File: src/rtl/pc_defs.sv
// -----------------------------------------------------------------------------
// pc_defs
// Shared definitions for the instruction-fetch PC controller.
//   - widths of the PC, branch immediate, jump index and exception vector
//   - reset vector (boot ROM entry)
//   - fetch FSM state encoding (2 bits)
//   - redirect source encoding used by the target calculator
//   - branch_offset(): sign-extended, word-scaled branch displacement
// -----------------------------------------------------------------------------
package pc_defs;

  localparam int unsigned PC_W     = 32;
  localparam int unsigned IMM_W    = 16;
  localparam int unsigned JIDX_W   = 26;
  localparam int unsigned EXC_PC_W = 32;

  localparam logic [PC_W-1:0] RESET_VECTOR = 32'hBFC0_0000;
  localparam logic [PC_W-1:0] INSN_BYTES   = 32'd4;

  typedef enum logic [1:0] {
    ST_BOOT  = 2'd0,
    ST_FETCH = 2'd1,
    ST_HOLD  = 2'd2
  } fetch_state_e;

  typedef enum logic [1:0] {
    RD_NONE   = 2'd0,
    RD_BRANCH = 2'd1,
    RD_JUMP   = 2'd2,
    RD_JR     = 2'd3
  } redirect_src_e;

  // Branch displacement: the immediate counts instructions, so it is
  // sign-extended and scaled by 4 to become a byte offset.
  function automatic logic [PC_W-1:0] branch_offset(input logic [IMM_W-1:0] imm);
    return {{(PC_W-IMM_W-2){imm[IMM_W-1]}}, imm, 2'b00};
  endfunction

endpackage

File: src/rtl/pc_target_calc.sv
// -----------------------------------------------------------------------------
// pc_target_calc
// Purely combinational redirect target calculator for the ID stage.
// Decides whether the instruction in ID redirects fetch and where to.
// Priority when several kinds are flagged: JR > J/JAL > taken branch.
//
// Ports
//   id_fire_i        : ID instruction advances this cycle (gates everything)
//   id_pc_i          : PC of the ID instruction
//   branch_en_i      : ID holds a conditional branch
//   branch_taken_i   : branch comparator result
//   imm16_i          : branch offset in instructions
//   jump_en_i        : J/JAL
//   jump_index_i     : 26-bit jump field
//   jr_en_i          : JR/JALR
//   jr_addr_i        : forwarded rs value (used unmodified)
//   redirect_valid_o : a redirect is live this cycle
//   redirect_pc_o    : target of the live redirect (0 when none)
// -----------------------------------------------------------------------------
module pc_target_calc
  import pc_defs::*;
(
  input  logic              id_fire_i,
  input  logic [PC_W-1:0]   id_pc_i,
  input  logic              branch_en_i,
  input  logic              branch_taken_i,
  input  logic [IMM_W-1:0]  imm16_i,
  input  logic              jump_en_i,
  input  logic [JIDX_W-1:0] jump_index_i,
  input  logic              jr_en_i,
  input  logic [PC_W-1:0]   jr_addr_i,
  output logic              redirect_valid_o,
  output logic [PC_W-1:0]   redirect_pc_o
);

  logic [PC_W-1:0] seq_pc;
  logic [PC_W-1:0] branch_target;
  logic [PC_W-1:0] jump_target;
  redirect_src_e   redirect_src;

  // Both branch and jump targets are relative to the delay-slot address.
  assign seq_pc        = id_pc_i + INSN_BYTES;
  assign branch_target = seq_pc + branch_offset(imm16_i);  // wraps modulo 2^32
  assign jump_target   = {seq_pc[PC_W-1:PC_W-4], jump_index_i, 2'b00};

  // NOTE: every variable assigned in an always_comb gets a default on its
  // first line, so no path can leave it unassigned and infer a latch.
  always_comb begin
    redirect_src = RD_NONE;
    if (id_fire_i) begin
      if (jr_en_i)                          redirect_src = RD_JR;
      else if (jump_en_i)                   redirect_src = RD_JUMP;
      else if (branch_en_i && branch_taken_i) redirect_src = RD_BRANCH;
    end
  end

  always_comb begin
    redirect_pc_o = '0;
    unique case (redirect_src)
      RD_JR:     redirect_pc_o = jr_addr_i;
      RD_JUMP:   redirect_pc_o = jump_target;
      RD_BRANCH: redirect_pc_o = branch_target;
      default:   redirect_pc_o = '0;
    endcase
  end

  assign redirect_valid_o = (redirect_src != RD_NONE);

endmodule

File: src/rtl/pc_fetch_ctrl.sv
// -----------------------------------------------------------------------------
// pc_fetch_ctrl
// Instruction-fetch PC controller: holds the fetch address, runs the
// BOOT/FETCH/HOLD request FSM and buffers a redirect that arrives while the
// PC cannot advance, so the delay-slot fetch always completes first.
//
// Build option
//   PC_EXC_EN : when defined, adds excpt_flush/excpt_pc; a flush in any state
//               loads excpt_pc, drops any buffered redirect and enters FETCH
//               regardless of stall. When undefined those ports do not exist.
//
// Ports
//   clk, rst          : rising-edge clock, asynchronous active-high reset
//   stall             : hazard-unit freeze
//   id_fire, id_pc    : ID instruction advances / its PC
//   branch_en, branch_taken, imm16 : conditional branch in ID
//   jump_en, jump_index            : J/JAL in ID
//   jr_en, jr_addr                 : JR/JALR in ID, forwarded rs
//   inst_ack          : instruction memory accepts the current request
//   excpt_flush, excpt_pc : exception redirect (PC_EXC_EN only)
//   pc                : fetch address
//   inst_req          : fetch request (asserted in FETCH)
//   if_fire           : fetch completed this cycle (FETCH and inst_ack)
//   redirect_pending  : buffered redirect target is valid
//   pc_misalign       : pc[1:0] != 0; fetch proceeds, flagged downstream
// -----------------------------------------------------------------------------
module pc_fetch_ctrl
  import pc_defs::*;
(
  input  logic                clk,
  input  logic                rst,
  input  logic                stall,
  input  logic                id_fire,
  input  logic [PC_W-1:0]     id_pc,
  input  logic                branch_en,
  input  logic                branch_taken,
  input  logic [IMM_W-1:0]    imm16,
  input  logic                jump_en,
  input  logic [JIDX_W-1:0]   jump_index,
  input  logic                jr_en,
  input  logic [PC_W-1:0]     jr_addr,
  input  logic                inst_ack,
`ifdef PC_EXC_EN
  input  logic                excpt_flush,
  input  logic [EXC_PC_W-1:0] excpt_pc,
`endif
  output logic [PC_W-1:0]     pc,
  output logic                inst_req,
  output logic                if_fire,
  output logic                redirect_pending,
  output logic                pc_misalign
);

  fetch_state_e    state_q, state_d;
  logic [PC_W-1:0] pc_q, pc_d;
  logic            buf_valid_q, buf_valid_d;
  logic [PC_W-1:0] buf_pc_q, buf_pc_d;

  logic            redirect_valid;
  logic [PC_W-1:0] redirect_pc;
  logic [PC_W-1:0] next_pc;
  logic            pc_advance;

  pc_target_calc u_target_calc (
    .id_fire_i        (id_fire),
    .id_pc_i          (id_pc),
    .branch_en_i      (branch_en),
    .branch_taken_i   (branch_taken),
    .imm16_i          (imm16),
    .jump_en_i        (jump_en),
    .jump_index_i     (jump_index),
    .jr_en_i          (jr_en),
    .jr_addr_i        (jr_addr),
    .redirect_valid_o (redirect_valid),
    .redirect_pc_o    (redirect_pc)
  );

  // ---------------------------------------------------------------------------
  // Next fetch address. A live redirect beats the buffer because it is the
  // younger control transfer (last writer wins).
  // ---------------------------------------------------------------------------
  always_comb begin
    next_pc = pc_q + INSN_BYTES;
`ifdef PC_EXC_EN
    if (excpt_flush)         next_pc = excpt_pc;
    else if (redirect_valid) next_pc = redirect_pc;
    else if (buf_valid_q)    next_pc = buf_pc_q;
`else
    if (redirect_valid)      next_pc = redirect_pc;
    else if (buf_valid_q)    next_pc = buf_pc_q;
`endif
  end

  // ---------------------------------------------------------------------------
  // Fetch FSM: next state and the "pc loads next_pc" strobe.
  // BOOT never advances the PC, so the first request is for the reset vector
  // and an ack left over from before reset is ignored.
  // ---------------------------------------------------------------------------
  always_comb begin
    state_d    = state_q;
    pc_advance = 1'b0;
    unique case (state_q)
      ST_BOOT: begin
        state_d = ST_FETCH;
      end
      ST_FETCH: begin
        if (inst_ack) begin
          // The fetch completes either way; a stall only freezes the PC.
          if (stall) state_d    = ST_HOLD;
          else       pc_advance = 1'b1;
        end
      end
      ST_HOLD: begin
        if (!stall) begin
          pc_advance = 1'b1;
          state_d    = ST_FETCH;
        end
      end
      default: begin
        state_d = ST_BOOT;
      end
    endcase
`ifdef PC_EXC_EN
    if (excpt_flush) begin
      state_d    = ST_FETCH;
      pc_advance = 1'b1;
    end
`endif
  end

  assign pc_d = pc_advance ? next_pc : pc_q;

  // ---------------------------------------------------------------------------
  // Redirect buffer: consumed on any PC advance (next_pc already used it or a
  // younger redirect); otherwise captures a live redirect, overwriting.
  // ---------------------------------------------------------------------------
  always_comb begin
    buf_valid_d = buf_valid_q;
    buf_pc_d    = buf_pc_q;
    if (pc_advance) begin
      buf_valid_d = 1'b0;
      buf_pc_d    = '0;
    end else if (redirect_valid) begin
      buf_valid_d = 1'b1;
      buf_pc_d    = redirect_pc;
    end
  end

  // NOTE: state registers use non-blocking assignments so every flop samples
  // the pre-edge value of its inputs, independent of statement order.
  // NOTE: the buffered target is reset along with its valid bit; it feeds
  // next_pc directly, so an X there would reach the fetch address.
  always_ff @(posedge clk or posedge rst) begin
    if (rst) begin
      state_q     <= ST_BOOT;
      pc_q        <= RESET_VECTOR;
      buf_valid_q <= 1'b0;
      buf_pc_q    <= '0;
    end else begin
      state_q     <= state_d;
      pc_q        <= pc_d;
      buf_valid_q <= buf_valid_d;
      buf_pc_q    <= buf_pc_d;
    end
  end

  assign pc               = pc_q;
  assign inst_req         = (state_q == ST_FETCH);
  assign if_fire          = (state_q == ST_FETCH) && inst_ack;
  assign redirect_pending = buf_valid_q;
  assign pc_misalign      = |pc_q[1:0];

endmodule

File: config.mk
export PLATFORM = sky130hd
export DESIGN_NAME = pc_fetch_ctrl
export DESIGN_NICKNAME = d
export VERILOG_FILES = /design/src/rtl/pc_defs.sv /design/src/rtl/pc_target_calc.sv /design/src/rtl/pc_fetch_ctrl.sv
export SDC_FILE = /design/constraint.sdc
export NUM_CORES = 1
export LEC_CHECK = 0
export ABC_CLOCK_PERIOD_IN_PS = 4350
export BUFFER_PORTS_ARGS = -buffer_cell sky130_fd_sc_hd__buf_2
export CAP_MARGIN = 20
export CORE_MARGIN = 2
export CORE_UTILIZATION = 45
export DETAILED_ROUTE_END_ITERATION = 8
export GPL_TIMING_DRIVEN = 1
export PLACE_DENSITY = 0.69
export SLEW_MARGIN = 20
export SYNTH_ARGS = -nofsm -noshare
export SYNTH_HDL_FRONTEND = slang
export SYNTH_HIERARCHICAL = 1
export SYNTH_SLANG_ARGS = --single-unit
File: constraint.sdc
create_clock -name clk -period 4.35 [get_ports clk]
set_input_delay 0.6525 -clock clk [delete_from_list [all_inputs] [get_ports clk]]
set_output_delay 0.6525 -clock clk [all_outputs]
set_load 0.03 [all_outputs]
==> key figures <==
Outcome
  • Outcome: finished clean

Setup path
  • Critical path fanouts, max: 5
  • Crit Path Category: input pin to flip-flop
  • Crit path arrival time: 4.26 ns
  • Crit path required time: 4.59 ns
  • Crit. End Element: flip-flop
  • Worst Setup Start Kind: input pin

Floorplan
  • IO Count: 151
  • Die Span Y: 124 um
  • Core ar.: 14400 sq um
  • Die width: 124 um
  • Rows: 44
  • Die area: 15500 sq um
  • Initial core utilization: 45.4%

Clock network
  • CTS buffer count: 9
  • Clock root buffer: clkbuf_16
  • # hold bufs at CTS: 0
  • H-tree Lvls: 3
  • Reg clk slew, reported paths: 0.05 ns
  • CTS sink cnt: 67
  • TritonCTS clock tree: done
  • Clk buf depth: 2
  • Clock Latency Late Sink: 0.34 ns

Logic synthesis
  • Mapped Avg Cell Area: 8.20 sq um
  • Post-synth top area cell: dfrtp_1
  • Mapped Cells: 796
  • Sequential-to-total area share from yosys stat: 25.9%
  • Netlist cell types: 78
  • Syn_nets: 950
  • Async SR Flop Fraction: 100%
  • Synth top area cells: dfrtp_1 (22%), ha_1 (7.3%), mux2i_1 (4.9%), xnor2_1 (4.8%), o21ai_0 (4.2%)
  • Post-synth EDFFs: 0
  • Synth Flop Type: dfrtp_1
  • Yosys reg bits: 67
  • Mapped cell area: 6530 sq um
  • Top-area cell type share of the netlist area: 22.2%
  • Warnings from Yosys: 6

Global route
  • Vias in the first global route: 6123
  • Initial antenna violation count: 0
  • Gr ovfl total: 0
  • Global-route wire length before repair: 31100 um
  • GRT Overall Usage: 24.2%
  • Largest net degree at the start of global routing: 51

Min path
  • Min-Delay Path Class: flip-flop to flip-flop

Drt
  • Initial DRC Count: 536
  • Post-route ant nets: 0
  • DRT Pass-1 Iters: 6
  • Wirelength per Cell: 16.7 um
  • Final wirelength: 19100 um
  • Via count: 6720
  • DRC: 0
  • Via density per instance: 5.88

Power and ir drop
  • Pwr dens: 437 nW/um^2
  • Worst IR Drop VDD: 0.000237 V
  • Leak pwr: 3.62 nW

STA
  • Max Fclk: 249 MHz
  • Tmin final: 4.02 ns
  • Clk_skew: 0.00625 ns
  • Max Slew Vio Count: 0
  • Setup ws final: 0.326 ns
  • # setup viols final: 0
  • Hold WS: 0.509 ns
  • Post-route clock period utilization: 92.5%
  • TNS Setup: 0 ns
  • Final hold vios: 0
  • Slew HR: 23.1%
  • RSZ-0062 raised after global routing: false
  • Tightest Pin Transition: 1.14 ns

Job
  • Max_cap viols: 0

Placement
  • Gpl congestion: 0.905
  • DP Worst Slack: -0.0437 ns
  • Placed instance count: 1126
  • Count of input and output buffers: 150
  • Post-DP HPWL: 14700 um

Finish
  • Area delta synth->final: 21.9%
  • Final nets: 1107
  • Layout cells sized above 1: 25.6%
  • # diodes: 0
  • Commonest non-fill, non-tap cell in the layout: buf_2
  • Leading cell types in the layout, fill and taps excluded: buf_2 (150), nor2_1 (63), nand2_1 (58), dfrtp_1 (58), o21ai_0 (55)
  • Post-Layout Cell Count: 1142
==> per-stage QoR <==
| stage | util (%) | area, sq um | total power, mW |
|---|---|---|---|
| after floorplan | - | 6530 | 2.24 |
| after global placement | 53.2 | 7640 | 2.71 |
| after detailed placement | 53.2 | 7650 | 2.74 |
| after CTS | 55.3 | 7950 | 3.47 |
| after global routing | 55.4 | 7960 | 3.71 |
| final | 55.4 | 7960 | 3.48 |
==> synth_stat cells, types with 10 or more instances <==
master	number
nand2_1	58
nand2b_1	10
mux2i_1	32
clkbuf_1	36
nand3_1	25
xnor2_1	36
dfrtp_1	58
nor4_1	10
xor2_1	21
a22o_1	14
a21oi_1	35
a22oi_1	33
nand4_1	30
nor2_1	65
a21o_1	21
o211ai_1	13
o21ai_1	10
o21ai_0	55
inv_1	32
ha_1	38
==> report_power, final <==
part	total [mW]	internal, mW	switching, mW
Sequential	1.14	0.847	0.292
Combinational	1.60	0.615	0.989
Clock	0.735	0.474	0.260
Total	3.48	1.94	1.54
==> critical path: stages <==
cell and delay, ns:
buf_2 0.12, and3_1 0.16, nand3_1 0.18, nor2_1 0.21, xor2_1 0.23, ha_1 0.33
a21oi_1 0.16, o21ai_0 0.13, and3_1 0.22, o41ai_2 0.39, a31oi_1 0.21, a31oi_2 0.29
o21ai_1 0.12, xnor2_1 0.14, o21ai_1 0.24, a211o_1 0.17, a21oi_1 0.04, a211oi_1 0.27
==> final cells by class <==
cell class / count / area [sq um]
Clock buffer: 14 / 264
Clock inverter: 2 / 35.0
Fill cell: 1388 / 6410
Inverter: 32 / 120
Multi-Input combinational cell: 649 / 4540
Sequential cell: 67 / 1690
Tap cell: 184 / 230
Timing Repair Buffer: 194 / 1080
==> registers in the layout, indices dropped and copies added, names as in the netlist <==
register	count
buf_pc_q	32
state_q	2
redirect_pending	1
pc	32
==> repair_timing <==
action,CTS,global route
setup endpoints to repair,0,3
setup buffers,0,0
gates resized for setup,0,2
==> worst paths after layout <==
check | from | to | slack, ns | cells after the start
min in group asynchronous | rst | pc[1] | 0.52 | 2
setup reg to reg | pc[2] | pc[30] | 1.61 | 5
setup / recovery | id_pc[2] | pc[26] | 0.33 | 18
hold reg to reg | pc[0] | pc[0] | 0.51 | 1
max in group asynchronous | rst | pc[23] | 2.91 | 3
hold / removal | pc[0] | pc[0] | 0.51 | 1
==> metal layers <==
metal	global-route usage, %	up-vias	wire length [um]
met4	6.54	0	285
li1	-	3331	-
met5	0	-	0
met2	36.5	246	8330
met1	36.4	3115	9350
met3	3.18	28	1090
==> logic make-up (layout without fill, tap and decap cells) <==
group	Yosys count	count (layout)	synth area share (%)
AOI/OAI and AO/OA	262	262	28.2
and+or+nand+nor	258	258	20.5
buffers and inverters	80	242	5.12
DFF	67	67	25.9
xor gates and xnor gates	57	57	7.65
adders and majority gates	39	39	7.59
muxes	33	33	5.08
(Power assumes the default switching activity.)
